$ cat config.mk
export PLATFORM = sky130hd
export DESIGN_NAME = field_writer
export DESIGN_NICKNAME = d
export VERILOG_FILES = /design/src/rtl/field_writer.sv
export SDC_FILE = /design/constraint.sdc
export NUM_CORES = 1
export LEC_CHECK = 0
export CAP_MARGIN = 20
export CORE_MARGIN = 2
export CORE_UTILIZATION = 65
export DETAILED_ROUTE_END_ITERATION = 10
export DONT_BUFFER_PORTS = 1
export GPL_TIMING_DRIVEN = 1
export PLACE_DENSITY = 0.89
export SLEW_MARGIN = 10
export SYNTH_ARGS = -nofsm -noshare
export SYNTH_HDL_FRONTEND = slang
export SYNTH_SLANG_ARGS = --single-unit
$ cat constraint.sdc
create_clock -name Clk -period 3.27 [get_ports Clk]
set_clock_uncertainty 0.15 [all_clocks]
set_input_delay 0.654 -clock Clk [delete_from_list [all_inputs] [get_ports Clk]]
set_output_delay 0.654 -clock Clk [all_outputs]
set_load 0.01 [all_outputs]
$ cat src/rtl/field_writer.sv
// field_writer: raster-paints a bordered, filled box into a FIELD_W x FIELD_H palette-index field.
// Define FIELD_WRITER_CLEAR_EN to sweep the whole field and write 0 outside the box.
module field_writer #(
    parameter int FIELD_W = 165,
    parameter int FIELD_H = 140,
    parameter int ADDR_W  = 20
) (
    input  logic              Clk,
    input  logic              Reset_n,
    input  logic              start,
    input  logic [7:0]        box_x0,
    input  logic [7:0]        box_x1,
    input  logic [7:0]        box_y0,
    input  logic [7:0]        box_y1,
    input  logic [3:0]        border_idx,
    input  logic [3:0]        fill_idx,
    input  logic              wr_ready,
    output logic              wr_en,
    output logic [ADDR_W-1:0] wr_addr,
    output logic [3:0]        wr_data,
    output logic              busy,
    output logic              done,
    output logic              err
);
    typedef enum logic [1:0] {IDLE, SWEEP, FINISH} state_t;

    localparam logic [8:0] W_LIM = 9'(FIELD_W);
    localparam logic [8:0] H_LIM = 9'(FIELD_H);

    state_t            r_state;
    state_t            w_next;
    logic [7:0]        r_x0, r_x1, r_y0, r_y1;
    logic [7:0]        r_x, r_y;
    logic [3:0]        r_border, r_fill;
    logic [ADDR_W-1:0] r_rowBase;
    logic              r_err;

    logic              w_accept, w_boxValid, w_step, w_lastPix, w_inside, w_edge;
    logic [7:0]        w_firstX, w_firstY, w_scanX0, w_scanX1, w_scanY1;
    logic [ADDR_W-1:0] w_firstBase;

    assign w_boxValid = (box_x0 <= box_x1) && (box_y0 <= box_y1) &&
                        ({1'b0, box_x1} < W_LIM) && ({1'b0, box_y1} < H_LIM);
    assign w_accept   = (r_state == IDLE) && start;
    assign w_step     = (r_state == SWEEP) && wr_ready;

`ifdef FIELD_WRITER_CLEAR_EN
    assign w_firstX    = 8'd0;
    assign w_firstY    = 8'd0;
    assign w_firstBase = '0;
    assign w_scanX0    = 8'd0;
    assign w_scanX1    = 8'(FIELD_W - 1);
    assign w_scanY1    = 8'(FIELD_H - 1);
`else
    // Starting row base y0*FIELD_W built as a shift-add over the constant's set bits.
    function automatic logic [ADDR_W-1:0] rowBaseOf(input logic [7:0] y);
        logic [ADDR_W-1:0] acc;
        logic [31:0]       w;
        acc = '0;
        w   = 32'(FIELD_W);
        for (int i = 0; i < 9; i++) begin
            if (w[i]) acc = acc + (ADDR_W'(y) << i);
        end
        return acc;
    endfunction

    assign w_firstX    = box_x0;
    assign w_firstY    = box_y0;
    assign w_firstBase = rowBaseOf(box_y0);
    assign w_scanX0    = r_x0;
    assign w_scanX1    = r_x1;
    assign w_scanY1    = r_y1;
`endif

    assign w_lastPix = (r_x == w_scanX1) && (r_y == w_scanY1);
    assign w_inside  = (r_x >= r_x0) && (r_x <= r_x1) && (r_y >= r_y0) && (r_y <= r_y1);
    assign w_edge    = (r_x == r_x0) || (r_x == r_x1) || (r_y == r_y0) || (r_y == r_y1);
    assign err       = r_err;

    always_ff @(posedge Clk or negedge Reset_n) begin
        if (!Reset_n) r_state <= IDLE;
        else          r_state <= w_next;
    end

    always_ff @(posedge Clk or negedge Reset_n) begin
        if (!Reset_n) begin
            r_x0      <= 8'd0;
            r_x1      <= 8'd0;
            r_y0      <= 8'd0;
            r_y1      <= 8'd0;
            r_border  <= 4'h0;
            r_fill    <= 4'h0;
            r_x       <= 8'd0;
            r_y       <= 8'd0;
            r_rowBase <= '0;
            r_err     <= 1'b0;
        end else if (w_accept) begin
            r_x0      <= box_x0;
            r_x1      <= box_x1;
            r_y0      <= box_y0;
            r_y1      <= box_y1;
            r_border  <= border_idx;
            r_fill    <= fill_idx;
            r_x       <= w_firstX;
            r_y       <= w_firstY;
            r_rowBase <= w_firstBase;
            r_err     <= !w_boxValid;
        end else if (w_step) begin
            // The row step past the final pixel is harmless: outputs are gated outside SWEEP.
            if (r_x == w_scanX1) begin
                r_x       <= w_scanX0;
                r_y       <= r_y + 8'd1;
                r_rowBase <= r_rowBase + ADDR_W'(FIELD_W);
            end else begin
                r_x <= r_x + 8'd1;
            end
        end
    end

    always_comb begin
        w_next  = r_state;
        wr_en   = 1'b0;
        wr_addr = '0;
        wr_data = 4'h0;
        busy    = 1'b0;
        done    = 1'b0;
        case (r_state)
            IDLE: begin
                if (start) w_next = w_boxValid ? SWEEP : FINISH;
            end
            SWEEP: begin
                wr_en   = 1'b1;
                busy    = 1'b1;
                wr_addr = r_rowBase + ADDR_W'(r_x);
                wr_data = w_inside ? (w_edge ? r_border : r_fill) : 4'h0;
                if (wr_ready && w_lastPix) w_next = FINISH;
            end
            FINISH: begin
                busy   = 1'b1;
                done   = 1'b1;
                w_next = IDLE;
            end
            default: w_next = IDLE;
        endcase
    end
endmodule
==> run summary <==
The part of the cycle the worst path needs came out at 1.03. The setup violation total in the final timing report is 3. The count of boundary I/O pins is 72. Data on the critical path arrives at its endpoint at about 2.6 ns.

The global-route usage over all layers is 0.312. STA classifies the critical path startpoint as a flop. Final hold analysis gives a worst-case slack of roughly 0.016 ns. The setup TNS after final layout came out at -0.130 ns. For this run, global-route usage on met1 was measured as 0.404. The total standard cell area after synthesis is 0.00643 mm^2. The final layout contains slightly above 900 nets.

In this run the clock root is driven by a clkbuf_8. The share of flip-flops with an asynchronous set or reset after synthesis came out at 1.00. The via count of the first global-routing pass is between 5000 and 6000.

The standby leakage power came out at around 3.4 nW. The required time of the critical path came out at 2.47 ns. The adder and majority cell fraction of the synthesized area is 0.198.

TritonCTS built the clock tree. Of the synthesized area, sequential elements account for 0.308. The compound-cell area share of the yosys netlist came to 0.185. Derived from the worst setup path, the maximum achievable clock frequency is 297 MHz. The largest net degree at the start of global routing is 80. The number of distinct standard cells referenced by the synthesized netlist is 60. A synthesized cell averages 8.59 um^2. The number of detailed-routing iterations run before antenna repair came out at 5. The congestion estimate from routability-driven global placement came to 0.921. The cell count after synthesis came out at approximately 750. The signed area change from the synthesized netlist to the final layout is 11.9%. The floorplan step defined a die boundary enclosing 0.0107 mm^2. In this run the core area contains 36 standard-cell rows. Counting the buffers created by CTS gives 9. For this design the ratio of total power to cell area is 867 mW/mm^2. The fraction of the core area covered by cells at the end of the flow is 0.743. Measured against the total synthesized area, the mux share comes to 0.00623. The share of cells above drive strength 1 came out at 0.144. The number of DRC violations after detailed routing came out at 0. Dividing the detail-routed via count by the number of cells gives slightly above 6. The largest fanout of any net on the critical path came out at 5. The per-cell routed wire length is 18.0 um. The transition at the pin with the smallest max-transition slack came out at a little over 0.9 ns. Once detailed placement completed, the half-perimeter wirelength came to 11800 um. Summed over all layers, the global routing overflow is 0. Clock-pin slew was measured on the worst setup and hold paths at 0.09 ns.

The count of clock tree sinks came out at 79. After synthesis, the largest family of logic cells by area is adder cells. The multi-input logic area is 0.00429 mm^2.

For this run, the number of Yosys warnings is 0. The wire length of the first global-routing pass came out at between 20000 and 30000 um. Measured in cells, the most critical reg-to-reg path has a length of 8. The most utilized layer in the global route result is met2. After floorplanning, the core was sized to cover about 0.0097 mm^2.

The x dimension of the die is 103 um. The number of antenna violations at the first check in global routing is 0. After detailed routing, the total wire length is about 16000 um. The checks that failed: setup timing.

The met3 global-route usage came out at 0.0511. The reported max-cap violation count is 0. Setup repair after global routing could not meet its margin everywhere. The number of nets in the synthesized netlist is 889. The number of antenna diodes is 0. The remaining number of nets flagged by the antenna check after routing is 0.

The library cell used most frequently in the layout, excluding fill and tap cells, is nand2_1. Of the total synthesized cell area, the portion taken by XOR and XNOR cells is 0.0654. After the first detailed-routing iteration, the DRC count stood at 346. The die span in y is 103 um. The post-layout worst setup margin came out at -0.0941 ns. Among all flip-flop cells after synthesis, the most frequent one is dfrtp_1. The relative slew slack came out at 0.388. The worst-skew pair later-pin latency is around 0.37 ns. The area taken by flip-flops and latches is 0.00199 mm^2. The max-slew violation count came out at 0. The number of inserted filler cells in the final layout is 661. The starting density of the core came out at 0.664. The number of enable-type register cells in the synthesized netlist is 0.

For met2 alone, demand over resource in global routing was 0.497. The worst setup timing slack at the placement stage is -0.150 ns. The routed design could run at a clock period as short as 3.36 ns. In the layout the commonest cells are nand2_1 (107), ha_1 (79), dfrtp_1 (72). Of the total synthesized cell area, the portion taken by AND, OR, NAND and NOR gates is 0.178. The maximum clock path buffer count is 2. The number of H-tree levels is 3.

The run finished, with violations left. The count of endpoints failing hold in the final timing report is 0. Counting flops and latches in the post-synthesis netlist gives roughly 80. STA classifies the critical path endpoint as an output port. Across all layers, the routed design uses roughly 5600 vias. The tightest min-delay check is of the in2async type. The worst-case IR drop observed on VDD is slightly above 0.5 mV. The path type of the worst setup path is reg2out. The number of buffers inserted by port buffering is 0.
## state kept, by name (all words and copies together) (netlist names)
register / cells
r_y0: 8
r_x: 8
r_x0: 8
r_fill: 4
r_y1: 8
r_x1: 8
r_state: 2
err: 1
r_y: 8
r_rowBase: 20
r_border: 4
## stage by stage
step                power (mW)  cells  cell area, um^2
floorplan                 4.13    748             6430
global placement          4.69    881             6670
detailed placement        4.87    881             6670
CTS                       5.73    902             6970
global route              6.75    909             7190
finish                    6.23    909             7190
## layer usage
metal | vias up | wire (um)
li1 | 2654 | -
met1 | 2685 | 6750
met2 | 222 | 7820
met3 | 55 | 1080
met4 | 0 | 728
met5 | - | 0
## final timing paths
check	startpoint	endpoint	slack [ns]
worst max-delay path	r_y[3]$_DFFE_PN0P_	wr_data[3]	-0.09
worst min-delay path	Reset_n	r_x0[4]$_DFFE_PN0P_	0.02
worst max register to register	r_state[1]$_DFFE_PN0P_	r_rowBase[13]$_DFFE_PN0P_	0.51
worst min register to register	r_fill[1]$_DFFE_PN0P_	r_fill[1]$_DFFE_PN0P_	0.33
max in group asynchronous	Reset_n	r_y[0]$_DFFE_PN0P_	2.61
min in group Clk	start	r_state[1]$_DFFE_PN0P_	0.23
## worst max-delay path: stages (launching register included)
cell,delay (ns)
dfrtp_1,0.48
ha_1,0.38
nand4_1,0.16
nor2_2,0.32
nor4_4,0.10
buf_4,0.16
mux2i_1,0.11
nor4_1,0.29
buf_4,0.19
## kinds of logic after synthesis
family | after synthesis
buffers and inverters | 94
xor gates and xnor gates | 48
AOI/OAI and AO/OA | 191
and+or+nand+nor | 235
DFF | 79
adders and majority gates | 97
muxes | 4
## power breakdown
group / internal, mW / switching, mW
sequential: 1.43 / 0.496
combinational: 1.59 / 2.03
clock: 0.302 / 0.388
## layout make-up
| cell class | instances | area share |
|---|---|---|
| timing repair buffer | 37 | 0.0431 |
| sequential | 79 | 0.276 |
| multi-input combinational | 575 | 0.596 |
| tap | 133 | 0.0231 |
| inverter | 69 | 0.0360 |
| clock inverter | 6 | 0.00609 |
| clock buffer | 10 | 0.0191 |
## synthesized netlist by cell type (2+ instances only)
library cell,instances,area share
a21oi_1,46,0.036
o21bai_1,4,0.0047
buf_6,2,0.0035
o21ai_1,2,0.0016
a211oi_1,6,0.0070
o31a_1,5,0.0068
o31ai_1,4,0.0047
nand2b_1,7,0.0068
o21ai_0,70,0.055
dfrtp_1,79,0.31
o21a_1,2,0.0023
nand2_1,108,0.063
o211ai_1,5,0.0058
clkbuf_1,14,0.0082
nand3_2,2,0.0031
and2_1,4,0.0039
o22ai_1,7,0.0068
buf_4,3,0.0035
a2111oi_0,2,0.0027
nor3_2,2,0.0031
inv_1,68,0.040
a211oi_2,2,0.0039
nand3_1,13,0.010
o2111ai_1,2,0.0027
nor2_1,48,0.028
fa_1,8,0.025
mux2i_1,4,0.0062
o21ai_2,3,0.0041
a21o_1,15,0.018
nor3_1,4,0.0031
nand4_1,16,0.016
ha_1,89,0.17
nand4_2,2,0.0039
a31oi_1,9,0.0088
and4_1,2,0.0027
xnor2_1,20,0.027
nor4_1,4,0.0039
nor2b_1,6,0.0058
and4_4,2,0.0035
xor2_1,28,0.038
buf_2,5,0.0039
and3_1,6,0.0058
## what timing repair did
action                                 CTS  global route
setup endpoints to repair               11            13
hold buffers                             1             0
pin swaps                                6            10
setup buffers                            4             7
gates resized for setup                 15            27
endpoints found under the hold margin   79             0
(Power assumes the default switching activity.)
==> variant, RTL diff (same flow settings) <==
Set the parameter `ADDR_W` to 10 (it was 20).
--- a/src/rtl/field_writer.sv
+++ b/src/rtl/field_writer.sv
@@ -4,5 +4,5 @@
     parameter int FIELD_W = 165,
     parameter int FIELD_H = 140,
-    parameter int ADDR_W  = 20
+    parameter int ADDR_W  = 10
 ) (
     input  logic              Clk,
Interface: changed (resized wr_addr); port bits go from 72 to 62. No check against the original RTL was run, so the function may have changed too.
==> variant against the unedited design <==
- the run still ends with negative setup slack left
- sequential cell count is 10 lower
- design area is 19% lower
- sequential share of layout area grew 2.1 points
- worst setup slack better by 1.7 ps
- power decreased by 11%
- synthesized area fell by 19%
- wire length fell by 16%
- utilization grew 1.0 points
- highest routed layer unchanged
==> variant: results (changes against the unedited design) <==
Post-CTS Hold Buffers 1 (unchanged); Resized cells post-CTS 7 (-8); largest net degree at the start of global routing 70 (-13%); HPWL after detailed placement 9.78 mm (-17%); failing checks negative setup slack; vias 4660 (-17%); reg2reg start r_x[5]; layout cells sized above 1 10.6% (-3.8 points); status finished with violations; ys flop type dfrtp_1; vias in the first global route 4608 (-15%); FILL cells 509 (-23%); initial DRC count 295 (-15%); DR WL/cell 18.6 um (+3.5%); met2 wire length 6.67 mm (-15%); Slew headroom 61.0% (+22 points); slowest CP cell or4_4; Setup WS post-layout -92.4 ps (+1.72 ps); n_diodes 0 (unchanged); post-CTS setup buffer count 9 (+5); placed cell area 5360 sq um (-20%); first-pass GRT wire length 21.7 mm (-16%); Static Leak 2.86 nW (-15%); WHS 31.5 ps (+15.7 ps); maximum VDD drop 0.000421 V (-17%); FF/Latch Area 1730 sq um (-13%); CP Max Fanout 3 (-2); pre-CTS setup slack 35.2 ps (+185 ps); met1 wire length 5.34 mm (-21%); Finished Layout Cells 735 (-19%); total placed cells including tap cells 707 (-20%); Mapped Cells 609 (-19%); initial antenna violation count 0 (unchanged); final setup fails 4 (+1); met3 WL 1.01 mm (-6.5%); global router's overall resource usage 31.9% (+0.77 points); Yosys cell types 53 (-12%); Commonest cells post-synth 94 x nand2_1, 75 x ha_1, 69 x dfrtp_1, 69 x inv_1, 39 x o21ai_0; CP top delay family simple AND/OR/NAND/NOR gates; post-synthesis sequential area ratio 33.1% (+2.4 points); r2r endpoint r_y[7]; Reg2Reg Setup Slack 680 ps (+170 ps); top cells by area, synth dfrtp_1 33%, ha_1 18%, nand2_1 6.8%; clock-pin slew on the worst setup and hold paths 70 ps (-20 ps); Net count, final 754 (-17%); Clock Latency Late Sink 350 ps (-20 ps); Setup TNS Final -218 ps (-88.2 ps); RePlAce Congestion 0.970 (+5.3%); max reg flops 10 (-50%); CP max stage delay 420 ps (-60 ps); max-slew violations 0 (unchanged); Hold WC Path Type in -> async
-- variant: how the worst max path moves through the flow --
stage	slack, ps	depth (start not counted)	end	from
global route	-180	8	wr_addr[8]	r_rowBase[0]
floorplan	170	8	wr_addr[8]	r_x[0]
global placement	150	8	wr_addr[8]	r_rowBase[0]
finish	-90	8	wr_addr[8]	r_rowBase[0]
detailed placement	40	8	wr_addr[8]	r_rowBase[0]
CTS	-10	8	wr_addr[8]	r_rowBase[0]
-- variant: kinds of logic (layout without fill, tap and decap cells) --
group                    count (synthesis)  count (layout)  synth area share, %
XOR/XNOR                                27              27                 4.54
AND/OR/NAND/NOR                        187             187                 16.8
multiplexers                             4               4                0.769
buffers and inverters                   87             111                 6.46
flip-flops                              69              69                 33.1
AO/OA/AOI/OAI                          153             153                 17.6
adder cells (fa/ha/maj)                 82              82                 20.7
-- variant: report_power, final --
| group | leakage [nW] | total [mW] | internal (mW) | switching (mW) |
|---|---|---|---|---|
| sequential | 0.845 | 1.63 | 1.26 | 0.372 |
| combinational | 1.89 | 3.00 | 1.32 | 1.68 |
| clock | 0.126 | 0.897 | 0.550 | 0.348 |
| total | 2.86 | 5.53 | 3.13 | 2.40 |
-- variant: cell type report --
type / instances / share of cell area, %
sequential: 69 / 29.7
multi-input combinational: 453 / 55.5
inverter: 70 / 4.52
clock buffer: 11 / 2.60
timing repair buffer: 25 / 3.70
clock inverter: 5 / 1.83
tap: 102 / 2.19
-- variant: layer usage --
layer / global-route usage [%] / vias up
li1: - / 2142
met1: 37.9 / 2223
met2: 55.2 / 231
met3: 6.29 / 64
met4: 15.7 / 0
met5: 0 / -
